--- config.mk ---
export PLATFORM = sky130hd
export DESIGN_NAME = uart_tx_sched
export DESIGN_NICKNAME = d
export VERILOG_FILES = /design/src/rtl/uart_sched_pkg.sv /design/src/rtl/uart_tx_sched_rr_arbiter.sv /design/src/rtl/uart_tx_sched.sv
export SDC_FILE = /design/constraint.sdc
export NUM_CORES = 1
export LEC_CHECK = 0
export ABC_AREA = 1
export BUFFER_PORTS_ARGS = -buffer_cell sky130_fd_sc_hd__buf_4
export CAP_MARGIN = 25
export CORE_ASPECT_RATIO = 1.5
export CORE_MARGIN = 2
export CORE_UTILIZATION = 40
export DETAILED_ROUTE_END_ITERATION = 8
export PLACE_DENSITY_LB_ADDON = 0.05
export SKIP_CTS_REPAIR_TIMING = 1
export SYNTH_ARGS = -nofsm -noshare
export SYNTH_HDL_FRONTEND = slang
export SYNTH_HIERARCHICAL = 1
export SYNTH_SLANG_ARGS = --single-unit
--- constraint.sdc ---
create_clock -name i_Clock -period 4.1 [get_ports i_Clock]
set_clock_uncertainty 0.15 [all_clocks]
set_input_delay 0.82 -clock i_Clock [delete_from_list [all_inputs] [get_ports i_Clock]]
set_output_delay 0.82 -clock i_Clock [all_outputs]
set_load 0.005 [all_outputs]
--- src/rtl/uart_sched_pkg.sv ---
// Shared constants and frame helpers for the uart_tx frame scheduler.
// The header byte carries a sync nibble plus the channel index.
package uart_sched_pkg;

   localparam logic [1:0] ST_ARB       = 2'd0;
   localparam logic [1:0] ST_ISSUE     = 2'd1;
   localparam logic [1:0] ST_WAIT_DONE = 2'd2;

   localparam logic [3:0] SYNC_NIB_DEFAULT = 4'hA;

   localparam int FRAME_LEN_PLAIN = 3;
   localparam int FRAME_LEN_CSUM  = 4;

   typedef struct packed {
      logic [7:0] hdr;
      logic [7:0] msb;
      logic [7:0] lsb;
      logic [7:0] csum;
   } frame_t;

   function automatic logic [7:0] frame_checksum(input logic [7:0] b0,
                                                 input logic [7:0] b1,
                                                 input logic [7:0] b2);
      return b0 ^ b1 ^ b2;
   endfunction

   function automatic logic [7:0] frame_byte(input frame_t f, input logic [1:0] idx);
      logic [7:0] b;
      case (idx)
         2'd0:    b = f.hdr;
         2'd1:    b = f.msb;
         2'd2:    b = f.lsb;
         default: b = f.csum;
      endcase
      return b;
   endfunction

endpackage

--- src/rtl/uart_tx_sched_rr_arbiter.sv ---
// Round-robin arbiter: first set request at or after the registered pointer.
// The pointer only moves when the owner loads a new value.
module rr_arbiter #(
   parameter int NUM_CH = 4
) (
   input  logic              clk_i,
   input  logic              srst_i,
   input  logic [NUM_CH-1:0] req_i,
   input  logic              ptr_load_i,
   input  logic [3:0]        ptr_next_i,
   output logic              gnt_valid_o,
   output logic [3:0]        gnt_idx_o
);

   logic [3:0]  ptr_q;
   logic [15:0] req_ext;
   logic [3:0]  cand_idx [NUM_CH];
   logic [NUM_CH-1:0] cand_req;

   assign req_ext = 16'(req_i);

   always_ff @(posedge clk_i) begin
      if (srst_i) begin
         ptr_q <= 4'd0;
      end else if (ptr_load_i) begin
         ptr_q <= ptr_next_i;
      end
   end

   // Candidate gi is the channel gi positions after the pointer, wrapped.
   for (genvar gi = 0; gi < NUM_CH; gi++) begin : g_cand
      logic [4:0] sum;
      assign sum          = {1'b0, ptr_q} + 5'(gi);
      assign cand_idx[gi] = (sum >= 5'(NUM_CH)) ? 4'(sum - 5'(NUM_CH)) : sum[3:0];
      assign cand_req[gi] = req_ext[cand_idx[gi]];
   end

   always_comb begin
      gnt_valid_o = 1'b0;
      gnt_idx_o   = 4'd0;
      for (int i = NUM_CH - 1; i >= 0; i--) begin
         if (cand_req[i]) begin
            gnt_valid_o = 1'b1;
            gnt_idx_o   = cand_idx[i];
         end
      end
   end

endmodule

--- src/rtl/uart_tx_sched.sv ---
// Shares one uart_tx serializer among NUM_CH sample channels, sending
// header/MSB/LSB[/checksum] frames in round-robin channel order.
module uart_tx_sched
   import uart_sched_pkg::*;
#(
   parameter int         NUM_CH      = 4,
   parameter bit         CHECKSUM_EN = 1'b1,
   parameter logic [3:0] SYNC_NIB    = SYNC_NIB_DEFAULT
) (
   input  logic                 i_Clock,
   input  logic                 i_Reset,
   input  logic                 i_Enable,
   input  logic [NUM_CH-1:0]    i_S_Valid,
   input  logic [16*NUM_CH-1:0] i_S_Data,
   output logic [NUM_CH-1:0]    o_S_Ready,
   output logic                 o_TX_DV,
   output logic [7:0]           o_TX_Byte,
   input  logic                 i_TX_Ready,
   input  logic                 i_TX_Active,
   input  logic                 i_TX_Done,
   output logic                 o_Busy,
   output logic                 o_Frame_Done,
   output logic [3:0]           o_Frame_Ch
);

   localparam logic [1:0] LAST_IDX = CHECKSUM_EN ? 2'(FRAME_LEN_CSUM - 1)
                                                 : 2'(FRAME_LEN_PLAIN - 1);

   logic [1:0]        state_q, state_d;
   logic [NUM_CH-1:0] full_q, full_d;
   logic [NUM_CH-1:0] ready_q;
   logic [15:0]       sample_q [NUM_CH];
   frame_t            frame_q, frame_d;
   logic [1:0]        byte_idx_q, byte_idx_d;
   logic [3:0]        ch_q, ch_d;
   logic              tx_dv_q, tx_dv_d;
   logic [7:0]        tx_byte_q, tx_byte_d;
   logic              frame_done_q, frame_done_d;

   logic              gnt_valid;
   logic [3:0]        gnt_idx;
   logic              grant_fire;
   logic              ptr_load;
   logic [3:0]        ptr_next;
   logic [15:0]       gnt_sample;
   logic [NUM_CH-1:0] gnt_onehot;
   logic [NUM_CH-1:0] capture;

   rr_arbiter #(.NUM_CH(NUM_CH)) u_arb (
      .clk_i       (i_Clock),
      .srst_i      (i_Reset),
      .req_i       (full_q),
      .ptr_load_i  (ptr_load),
      .ptr_next_i  (ptr_next),
      .gnt_valid_o (gnt_valid),
      .gnt_idx_o   (gnt_idx)
   );

   assign capture = i_S_Valid & ready_q;

   // Holding registers carry no reset; full_q alone says whether they hold data.
   for (genvar gi = 0; gi < NUM_CH; gi++) begin : g_hold
      always_ff @(posedge i_Clock) begin
         if (capture[gi]) begin
            sample_q[gi] <= i_S_Data[16*gi +: 16];
         end
      end
   end

   always_comb begin
      gnt_sample = 16'd0;
      for (int i = 0; i < NUM_CH; i++) begin
         if (gnt_idx == 4'(i)) begin
            gnt_sample = sample_q[i];
         end
      end
   end

   assign gnt_onehot = NUM_CH'(1) << gnt_idx;
   assign grant_fire = (state_q == ST_ARB) && i_Enable && gnt_valid && !i_TX_Active;
   assign ptr_next   = (ch_q == 4'(NUM_CH - 1)) ? 4'd0 : ch_q + 4'd1;

   always_comb begin
      state_d      = state_q;
      full_d       = full_q | capture;
      frame_d      = frame_q;
      byte_idx_d   = byte_idx_q;
      ch_d         = ch_q;
      tx_dv_d      = tx_dv_q;
      tx_byte_d    = tx_byte_q;
      frame_done_d = 1'b0;
      ptr_load     = 1'b0;
      case (state_q)
         ST_ARB: begin
            if (grant_fire) begin
               full_d       = full_d & ~gnt_onehot;
               frame_d.hdr  = {SYNC_NIB, gnt_idx};
               frame_d.msb  = gnt_sample[15:8];
               frame_d.lsb  = gnt_sample[7:0];
               frame_d.csum = frame_checksum({SYNC_NIB, gnt_idx}, gnt_sample[15:8],
                                             gnt_sample[7:0]);
               ch_d         = gnt_idx;
               byte_idx_d   = 2'd0;
               tx_dv_d      = 1'b1;
               tx_byte_d    = {SYNC_NIB, gnt_idx};
               state_d      = ST_ISSUE;
            end
         end
         ST_ISSUE: begin
            // Done pulses landing here are the tail of the previous byte.
            if (i_TX_Ready) begin
               tx_dv_d = 1'b0;
               state_d = ST_WAIT_DONE;
            end
         end
         ST_WAIT_DONE: begin
            if (i_TX_Done) begin
               if (byte_idx_q < LAST_IDX) begin
                  byte_idx_d = byte_idx_q + 2'd1;
                  tx_byte_d  = frame_byte(frame_q, byte_idx_d);
                  tx_dv_d    = 1'b1;
                  state_d    = ST_ISSUE;
               end else begin
                  frame_done_d = 1'b1;
                  ptr_load     = 1'b1;
                  state_d      = ST_ARB;
               end
            end
         end
         default: begin
            state_d = ST_ARB;
            tx_dv_d = 1'b0;
         end
      endcase
   end

   always_ff @(posedge i_Clock) begin
      if (i_Reset) begin
         state_q      <= ST_ARB;
         full_q       <= '0;
         ready_q      <= '0;
         frame_q      <= '0;
         byte_idx_q   <= 2'd0;
         ch_q         <= 4'd0;
         tx_dv_q      <= 1'b0;
         tx_byte_q    <= 8'd0;
         frame_done_q <= 1'b0;
      end else begin
         state_q      <= state_d;
         full_q       <= full_d;
         ready_q      <= ~full_d;
         frame_q      <= frame_d;
         byte_idx_q   <= byte_idx_d;
         ch_q         <= ch_d;
         tx_dv_q      <= tx_dv_d;
         tx_byte_q    <= tx_byte_d;
         frame_done_q <= frame_done_d;
      end
   end

   assign o_S_Ready    = ready_q;
   assign o_TX_DV      = tx_dv_q;
   assign o_TX_Byte    = tx_byte_q;
   assign o_Busy       = (state_q != ST_ARB);
   assign o_Frame_Done = frame_done_q;
   assign o_Frame_Ch   = ch_q;

endmodule
---- Word-level counts from Yosys, hierarchy flattened ----
Memories as Yosys holds them, arrays and structs flattened.
Index checks and enable logic that the tools add are counted.
storage, ports and cells
  flip-flop bits (word level) ............. 59
  memory bits (writable) .................. 64
  input bits .............................. 74
  output and inout bits ................... 19
  logic and storage cells ................. 122
  memories kept ........................... 1
memories
  name      words  width  read ports  clocked after Yosys merged registers in  wr ports  line                 RTL
  sample_q  4      16     4           0                                        4         uart_tx_sched.sv:32  logic [15:0] sample_q [NUM_CH];
operators by class
  add/subtract/negate cells ............... 9
  $lt $le $gt $ge ......................... 9
  eq/ne operators ......................... 12
  shift operators ......................... 1
  mux-type cells .......................... 57
  bitwise logic cells ..................... 7
  reduce and logical (&&, ||, !) cells .... 13
operators with widths
  cell                                                               count
  two-way mux 16 bit                                                 4
  two-way mux 4 bit                                                  11
  two-way mux 1 bit                                                  24
  two-way mux 8 bit                                                  3
  case mux 8 bit (3 select lines)                                    1
  < comparator 4 x 5 -> 1 bit, second input constant                 4
  binary-select mux 1 bit (select 4 bit)                             4
  case mux 8 bit (2 select lines)                                    1
  subtractor 4 x 3 -> 4 bit, second input constant                   4
  bitwise XOR 8 bit                                                  2
  greater-or-equal comparator 5 x 3 -> 1 bit, second input constant  3
  equality test 4 x 2 -> 1 bit, second input constant                3
  two-way mux 2 bit                                                  6
  adder 4 x 2 -> 5 bit, second input constant                        2
  bitwise AND 4 bit                                                  2
  inequality test 2 bit, second input constant                       4
  NOT 4 bit                                                          2
  AND reduction 4 bit                                                2
  case mux 2 bit (3 select lines)                                    1
  adder 4 x 1 -> 5 bit, second input constant                        1
  adder 4 x 1 -> 4 bit, second input constant                        1
  equality test 2 x 1 -> 1 bit, second input constant                2
  equality test 2 bit, second input constant                         2
  equality test 4 x 1 -> 1 bit, second input constant                1
  14 further kinds                                                   18

---- Logic depth before layout (Yosys ltp) ----
Gate-level depths: netlist of run 1.
  depth after elaboration ................. 16
  gate-level depth with buffers ........... 30
  depth with buffers taken out ............ 29

---- Cells and area by module ----
Netlist of run 1, hierarchy kept.
by module, submodules not included
  module         times used  cells an instance  area an instance (um^2)  sequential area each (um^2)
  uart_tx_sched  1           513                4,895.9                  2,942.8
  rr_arbiter     1           123                724.4                    80.1

---- Worst setup path before layout of run 1 ----
Ideal clock, no wire load.
  path kind ............................... flip-flop to flip-flop
  start ................................... register u_arb.ptr_q[1]
  end ..................................... register frame_q[4] (netlist bit)
  setup time .............................. 0.113 ns
  arrival ................................. 2.935 ns
  required time ........................... 3.837 ns
  setup slack ............................. 0.902 ns
  cell stages (with the launch flop) ...... 26
  path buffers ............................ 1
  clock period less this slack ............ 3.198 ns
  path through ............................ dfxtp_1 > inv_1 > ha_1 > nand2_1 > nand3_1 > nand2_1 > inv_1 > ha_1 > or2_0 > o21ai_2 > nand2_2 > o21ai_2 > nand3_1 > o21ai_1 > inv_2 > nor2_4 > nand2_2 > inv_2 > buf_6 > nand2_1 > nand2_1 > a21oi_2 > nand2_1 > nand2_1 > nor2_1 > nor2_1
on the way
  longest elaborated chain between the ends .. 16
  elaborated cells on any way between the ends .. 44
  those cells by class .................... 7 x add/sub; 4 x order compare; 3 x eq/ne; 24 x mux; 2 x bitwise; 4 x reduce/logical
RTL lines
  item                                                                                     line                            RTL
  start: declaration                                                                       uart_tx_sched_rr_arbiter.sv:15  logic [3:0] ptr_q;
  start signal: assignment                                                                 uart_tx_sched_rr_arbiter.sv:26  ptr_q <= ptr_next_i;
  adder 4 x 2 -> 5 bit                                                                     uart_tx_sched_rr_arbiter.sv:33  assign sum = {1'b0, ptr_q} + 5'(gi);
  subtractor 4 x 3 -> 4 bit or greater-or-equal comparator 5 x 3 -> 1 bit (tied branches)  uart_tx_sched_rr_arbiter.sv:34  assign cand_idx[gi] = (sum >= 5'(NUM_CH)) ? 4'(sum - 5'(NUM_CH)) : sum[3:0];
  two-way mux 4 bit                                                                        uart_tx_sched_rr_arbiter.sv:34
  binary-select mux 1 bit (select 4 bit)                                                   uart_tx_sched_rr_arbiter.sv:35  assign cand_req[gi] = req_ext[cand_idx[gi]];
  two-way mux 1 bit (not written as such)                                                  uart_tx_sched_rr_arbiter.sv:35
  two-way mux 4 bit (3 in a row)                                                           uart_tx_sched_rr_arbiter.sv:42  if (cand_req[i]) begin
  two-way mux 4 bit *                                                                      uart_tx_sched_rr_arbiter.sv:42
  net gnt_idx[0]                                                                           uart_tx_sched.sv:41             logic [3:0] gnt_idx;
  zero test 4 bit                                                                          uart_tx_sched.sv:73             if (gnt_idx == 4'(i)) begin
  two-way mux 16 bit (3 in a row)                                                          uart_tx_sched.sv:73
  two-way mux 16 bit *                                                                     uart_tx_sched.sv:73
  bitwise XOR 8 bit                                                                        uart_sched_pkg.sv:24            return b0 ^ b1 ^ b2;
  bitwise XOR 8 bit *                                                                      uart_sched_pkg.sv:24
  end signal: assignment                                                                   uart_tx_sched.sv:152            frame_q <= frame_d;
  end: declaration                                                                         uart_tx_sched.sv:33             frame_t frame_q, frame_d;
The timed path passes the listed nets; every way through them passes the cells marked *. The select of a mux whose other input is x is not followed.
A chain may end at the register's enable or synchronous reset.

---- Final worst setup path of run 1 ----
  start ................................... register u_arb.ptr_q[1]
  end ..................................... register frame_q[2] (netlist bit)
The elaborated chain is that of the path after synthesis.

==> results of run 1 <==
## synthesized netlist by cell type (5+ instances only)
cell type	n
o21ai_0	42
nand4_2	7
edfxtp_1	64
nand3_1	47
nand2_1	151
a21oi_1	33
buf_4	8
ha_1	16
clkbuf_1	7
inv_2	13
nor2_1	56
inv_1	61
buf_2	6
a211oi_1	5
nand2_2	17
a31oi_1	5
dfxtp_1	55
## where the power goes
group          switching, mW  internal, mW  total (mW)  leakage, nW
registers             0.0433          1.35        1.39         1.04
clock network          0.556          1.02        1.58        0.291
logic                  0.223         0.162       0.386         1.68
total                  0.822          2.53        3.36         3.01
## stage by stage
stage / worst slack [ps] / instance area [um^2] / util / total power [mW] / hold slack, ps
6_report: 459.6 / 6989 / 0.5043 / 3.356 / 309.3
3_3_place_gp: 259.4 / 6355 / 0.4585 / 1.803 / 303.7
4_1_cts: 131.1 / 6982 / 0.5037 / 3.383 / 312.0
2_1_floorplan: 901.8 / 5624 / - / 1.648 / 290.2
3_5_place_dp: 150.8 / 6355 / 0.4585 / 1.806 / 304.0
5_1_grt: 102.7 / 6989 / 0.5043 / 3.499 / 325.2
## worst paths after layout
| path | startpoint | end | slack (ps) | depth (start not counted) |
|---|---|---|---|---|
| max | u_arb/ptr_q[1] | frame_q[2] | 460 | 25 |
| min | o_TX_DV | o_TX_DV | 310 | 2 |
| max reg2reg | u_arb/ptr_q[1] | frame_q[2] | 460 | 25 |
| min reg2reg | o_TX_DV | o_TX_DV | 310 | 2 |
## per-layer routing
metal,track usage,wire [um],vias up
li1,-,-,2271
met1,0.2108,5470,2026
met2,0.3247,6835,99
met3,0.03796,452,21
met4,0.08219,309,0
met5,0,0,-
## flip-flops by register name, summed over array words and instances (netlist names)
| signal | cells |
|---|---|
| sample_q | 64 |
| frame_q | 26 |
| o_TX_Byte | 8 |
| full_q | 4 |
| o_S_Ready | 4 |
| u_arb/ptr_q | 4 |
| o_Frame_Ch | 3 |
| byte_idx_q | 2 |
| state_q | 2 |
| o_Frame_Done | 1 |
| o_TX_DV | 1 |
## layout make-up
type	count	area (um^2)	area share
multi-input cells	415	2128	0.3045
clock inverters	14	197.7	0.02829
well taps	165	206.4	0.02954
inverters	77	295.3	0.04225
flip-flops and latches	119	3027	0.4330
repair buffers	94	705.7	0.1010
clock buffers	18	429.2	0.06140
## critical path: cells and delay by family, from the launching register on
family          cells  cell delay [ps]
fa+ha+maj           2              630
simple gates       15             1430
compound gates      1              110
flops               1              410
buf+inv             7              780
## kinds of logic after synthesis
logic type / after synthesis
buf+inv: 103
compound gates: 101
xor+xnor: 2
simple gates: 294
flops: 119
other cells: 1
fa+ha+maj: 16
==> out/results.txt, run 1 <==
Run status - finished clean
Clock Tree Root - clkbuf_16
CTS tree - yes
Cell Area, Synth - 5620 um^2
Post-DR vias/cell - 4.897
Die W - 100.8 um
Clk_lat worst skew - 410 ps
Crit share post-route - 0.8879
Final non-filler cell total - 902
Highest-delay cell along the critical path - dfxtp_2
Area Overhead vs Synth - 24.35%
Worst setup EP type - flip-flop
Number of flops mapped to enable cells by yosys - 64
Simple-Gate Fraction of Synth Area - 0.2393
Post-route setup TNS - 0 ps
CTS buffer count - 17
Inst Count DP - 870
N_diodes - 0
Max cap viols - 0
Critical Path RT - 4250 ps
Post-synthesis compound-gate area fraction - 0.09862
Slew @ Worst Pin - 763.5 ps
Yosys Warn Count - 6
Crit Path Class - flip-flop to flip-flop
Nature of the critical path startpoint - flip-flop
Wire length of the first global-routing pass - 21,270 um
Layout cell share with drive strength beyond 1 - 0.2442
Clock sink total - 119
Worst min path class - flip-flop to flip-flop
Htree depth - 4
Count of cell types in the netlist - 38
Global route overflow - 0
Ports - 93
Crit-path max FO - 12
Lkg Pwr - 3.015 nW
Die ar. - 15,030 um^2
Initial DRT Pass Iterations - 4
Unrepaired setup endpoints after global routing - false
Main flop type after synthesis - edfxtp_1
Starting Density - 0.4055
Initial antenna violation count - 0
Fillers - 1,306
Synth async-reset ratio - 0
# setup viols final - 0
Most used cell, CP - nand2_1
Number of global-route vias before repair - 4,403
Pin count of the biggest net entering global routing - 34
Tmin final - 3640 ps
Final Slew Violations - 0
Pwr per Cell Area - 480.1 nW/um^2
Post-synthesis sequential element count - 119
Cells after synthesis - 636
Largest family of logic cells by synthesized area - simple AND/OR/NAND/NOR gates
Seq/Total Area, Yosys - 0.5378
Core ar. - 13,860 um^2
Most common cell after layout, fill and taps aside - nand2_1
Area fraction of the dominant cell type after synthesis - 0.3419
Final Wtd Congestion - 0.7804
Total Routing Usage GR - 0.1838
Final Hold Vio Count - 0
Synthesized-area fraction occupied by adder cells - 0.03562
PortBufs - 92
Routed len/inst - 14.49 um
Commonest cells after routing, fill and taps aside - 151 x nand2_1, 94 x buf_4, 64 x edfxtp_1, 61 x inv_1, 56 x nor2_1
Via count - 4,417
Area contributors post-synth - edfxtp_1 34%, dfxtp_1 20%, nand2_1 10%
Initial DRC count - 239
Critical Path AT - 3790 ps
Mux contribution to synthesized area - 0
Worst-path clk slew - 60 ps
Xor and xnor area share after synthesis - 0.003117
Synthesized area per cell - 8.837 um^2
# DRC - 0
Bufs on Longest Clock Path - 2
Nets@finish - 814
Synth area leader - edfxtp_1
Placed wire-length estimate - 9723 um
Post-route ant nets - 0
Relative slew margins - 0.4905
Post-Route WL - 13,070 um
# rows - 53
Worst vdd ir - 0.0002460 V
Slowest Stage Delay on Critical Path - 410 ps
Fmax - 274.7 MHz
Die span in y - 149.2 um
Power figures use the tool's default switching activity.
==> run 2: changes to the inputs <==
Settings changed: CORE_UTILIZATION 40 to 45.
==> out/results.txt, run 2 (synthesis results as in run 1) <==
Run status - finished clean
Slowest Stage Delay on Critical Path - 490 ps (+80 ps)
Pin count of the biggest net entering global routing - 29 (-15%)
Worst-path clk slew - 60 ps (about the same)
Clock network power share - 0.468 (-0.002)
Starting Density - 0.4560 (+0.05052)
Switch share - 0.2423 (-0.002754)
Global route overflow - 0 (unchanged)
Post-Route WL - 12,830 um (-1.9%)
Nets@finish - 814 (unchanged)
# rows - 50 (-5.7%)
Fillers - 1,145 (-12%)
Lkg Pwr - 3.021 nW (+0.20%)
Critical path buffer and inverter count - 5 (-2)
Nature of the critical path startpoint - flip-flop
Post-route ant nets - 0 (unchanged)
Max reg flops - 64 (unchanged)
Core ar. - 12,320 um^2 (-11%)
Final Wtd Congestion - 0.8694 (+11%)
Post-route setup TNS - 0 ps (unchanged)
Worst vdd ir - 0.0004090 V (+66%)
Pwr per Cell Area - 479.3 nW/um^2 (-0.16%)
Crit share post-route - 0.9004 (+0.01247)
Most common cell after layout, fill and taps aside - nand2_1
Wire length of the first global-routing pass - 21,050 um (-1.0%)
Relative slew margins - 0.4714 (-0.01903)
Max cap viols - 0 (unchanged)
Layout cell share with drive strength beyond 1 - 0.2429 (-0.001357)
PortBufs - 92 (unchanged)
Util after Layout - 0.5661 (+0.06180)
# DRC - 0 (unchanged)
Critical path depth - 27 (+8.0%)
Post-DR vias/cell - 4.920 (+0.48%)
Worst min path class - flip-flop to flip-flop
Unrepaired setup endpoints after global routing - false
Comb pwr share - 0.116 (about the same)
CTS buffer count - 17 (unchanged)
Crit-path max FO - 12 (unchanged)
Ports - 93 (unchanged)
FF-to-FF setup slack - 410 ps (-50 ps)
Area Overhead vs Synth - 24.13%
Critical Path AT - 3850 ps (+60 ps)
Most used cell, CP - nand2_1
Clock sink total - 119 (unchanged)
# setup viols final - 0 (unchanged)
Number of global-route vias before repair - 4,443 (+0.91%)
Initial DRC count - 200 (-16%)
Reg2reg path depth - 27 (+8.0%)
Slew @ Worst Pin - 792.0 ps (+28.52 ps)
Tmin final - 3692 ps (+51.14 ps)
Final Hold Vio Count - 0 (unchanged)
Total Routing Usage GR - 0.2062 (+0.02238)
Commonest cells after routing, fill and taps aside - 151 x nand2_1, 94 x buf_4, 64 x edfxtp_1, 61 x inv_1, 55 x nor2_1
Crit Path Class - flip-flop to flip-flop
Die ar. - 13,420 um^2 (-11%)
Net Switching - 0.8102 mW (-1.5%)
Fmax - 270.9 MHz (-1.4%)
Crit path max-delay family - simple AND/OR/NAND/NOR gates
Bufs on Longest Clock Path - 2 (unchanged)
Placed wire-length estimate - 9348 um (-3.9%)
Htree depth - 4 (unchanged)
Via count - 4,394 (-0.52%)
CTS tree - yes
Area of the multi-input gates - 2131 um^2 (+0.12%)
Register area - 3025 um^2 (about the same)
Highest-delay cell along the critical path - dfxtp_1
Routed len/inst - 14.36 um (-0.87%)
Initial DRT Pass Iterations - 6 (+2)
Critical Path RT - 4260 ps (about the same)
N_diodes - 0 (unchanged)
Internal power - 2.534 mW (about the same)
Largest Register - sample_q
Seq pwr share - 0.417 (+0.002)
Clock Tree Root - clkbuf_16
WHS - 311.5 ps (+2.220 ps)
Initial antenna violation count - 0 (unchanged)
Final Slew Violations - 0 (unchanged)
Die span in y - 140.9 um (-5.6%)
Clk_lat worst skew - 410 ps (about the same)
WHS Path Cells - 2 (unchanged)
Die W - 95.25 um (-5.5%)
Worst setup EP type - flip-flop
-- run 2: cell types whose count changed in the layout (fill, tap and decap cells not counted), sizes merged --
| cell | before | now |
|---|---|---|
| clkinv | 5 | 6 |
| inv | 78 | 79 |
| clkinvlp | 4 | 2 |
-- run 2: layout make-up --
class                           instances  share of cell area
Clock buffer                           18             0.06151
Sequential cell                       119              0.4336
Timing Repair Buffer                   94              0.1011
Multi-Input combinational cell        415              0.3054
Tap cell                              156             0.02798
Inverter                               77             0.04232
Clock inverter                         14             0.02798
-- run 2: path summary, 6_finish.rpt --
| path | startpoint | endpoint |
|---|---|---|
| setup / recovery | u_arb/ptr_q[2] | frame_q[3] |
| hold / removal | o_TX_DV | o_TX_DV |
| setup reg to reg | u_arb/ptr_q[2] | frame_q[3] |
| hold reg to reg | o_TX_DV | o_TX_DV |
-- run 2: routing by layer --
layer  track usage  up-vias  routed length (um)
met1        0.2347     2015                5290
met5             0        -                   0
met3       0.04169       21                 419
li1              -     2268                   -
met4       0.09230        0                 222
met2        0.3647       90                6894
-- run 2: per-stage QoR --
step / power, mW / instance area [um^2] / worst slack, ps / std cells
3_3_place_gp: 1.800 / 6344 / 328.4 / 861
3_5_place_dp: 1.804 / 6344 / 221.9 / 861
4_1_cts: 3.371 / 6968 / 202.5 / 893
2_1_floorplan: 1.648 / 5624 / 901.8 / 637
6_report: 3.344 / 6977 / 408.4 / 893
5_1_grt: 3.484 / 6977 / 50.50 / 893
-- run 2: worst reg2reg max path, stage by stage (launching register included) --
cell	delay (ps)
dfxtp_1	490
ha_1	290
nand3_2	90
nand2_1	100
inv_1	50
ha_1	160
nand2_1	70
nand2_1	70
nand2_1	90
inv_2	50
nor2_4	100
nand2_2	100
nand2_1	90
nor2_1	50
o21bai_1	140
nand2_1	220
inv_2	170
nor2_4	60
nand2_2	110
clkinv_2	230
nand2_1	130
nand2_1	50
nor2_1	220
nand2_1	90
nand2_1	70
nand3_1	60
nand2_1	60
inv_1	30
-- run 2: power groups by stage --
stage                     logic, mW  registers, mW  clock network, mW
final                         0.387           1.39               1.56
after detailed placement      0.386           1.42                  0
after floorplan               0.241           1.41                  0
after global routing          0.439           1.40               1.64
after CTS                     0.388           1.39               1.59
after global placement        0.384           1.42                  0
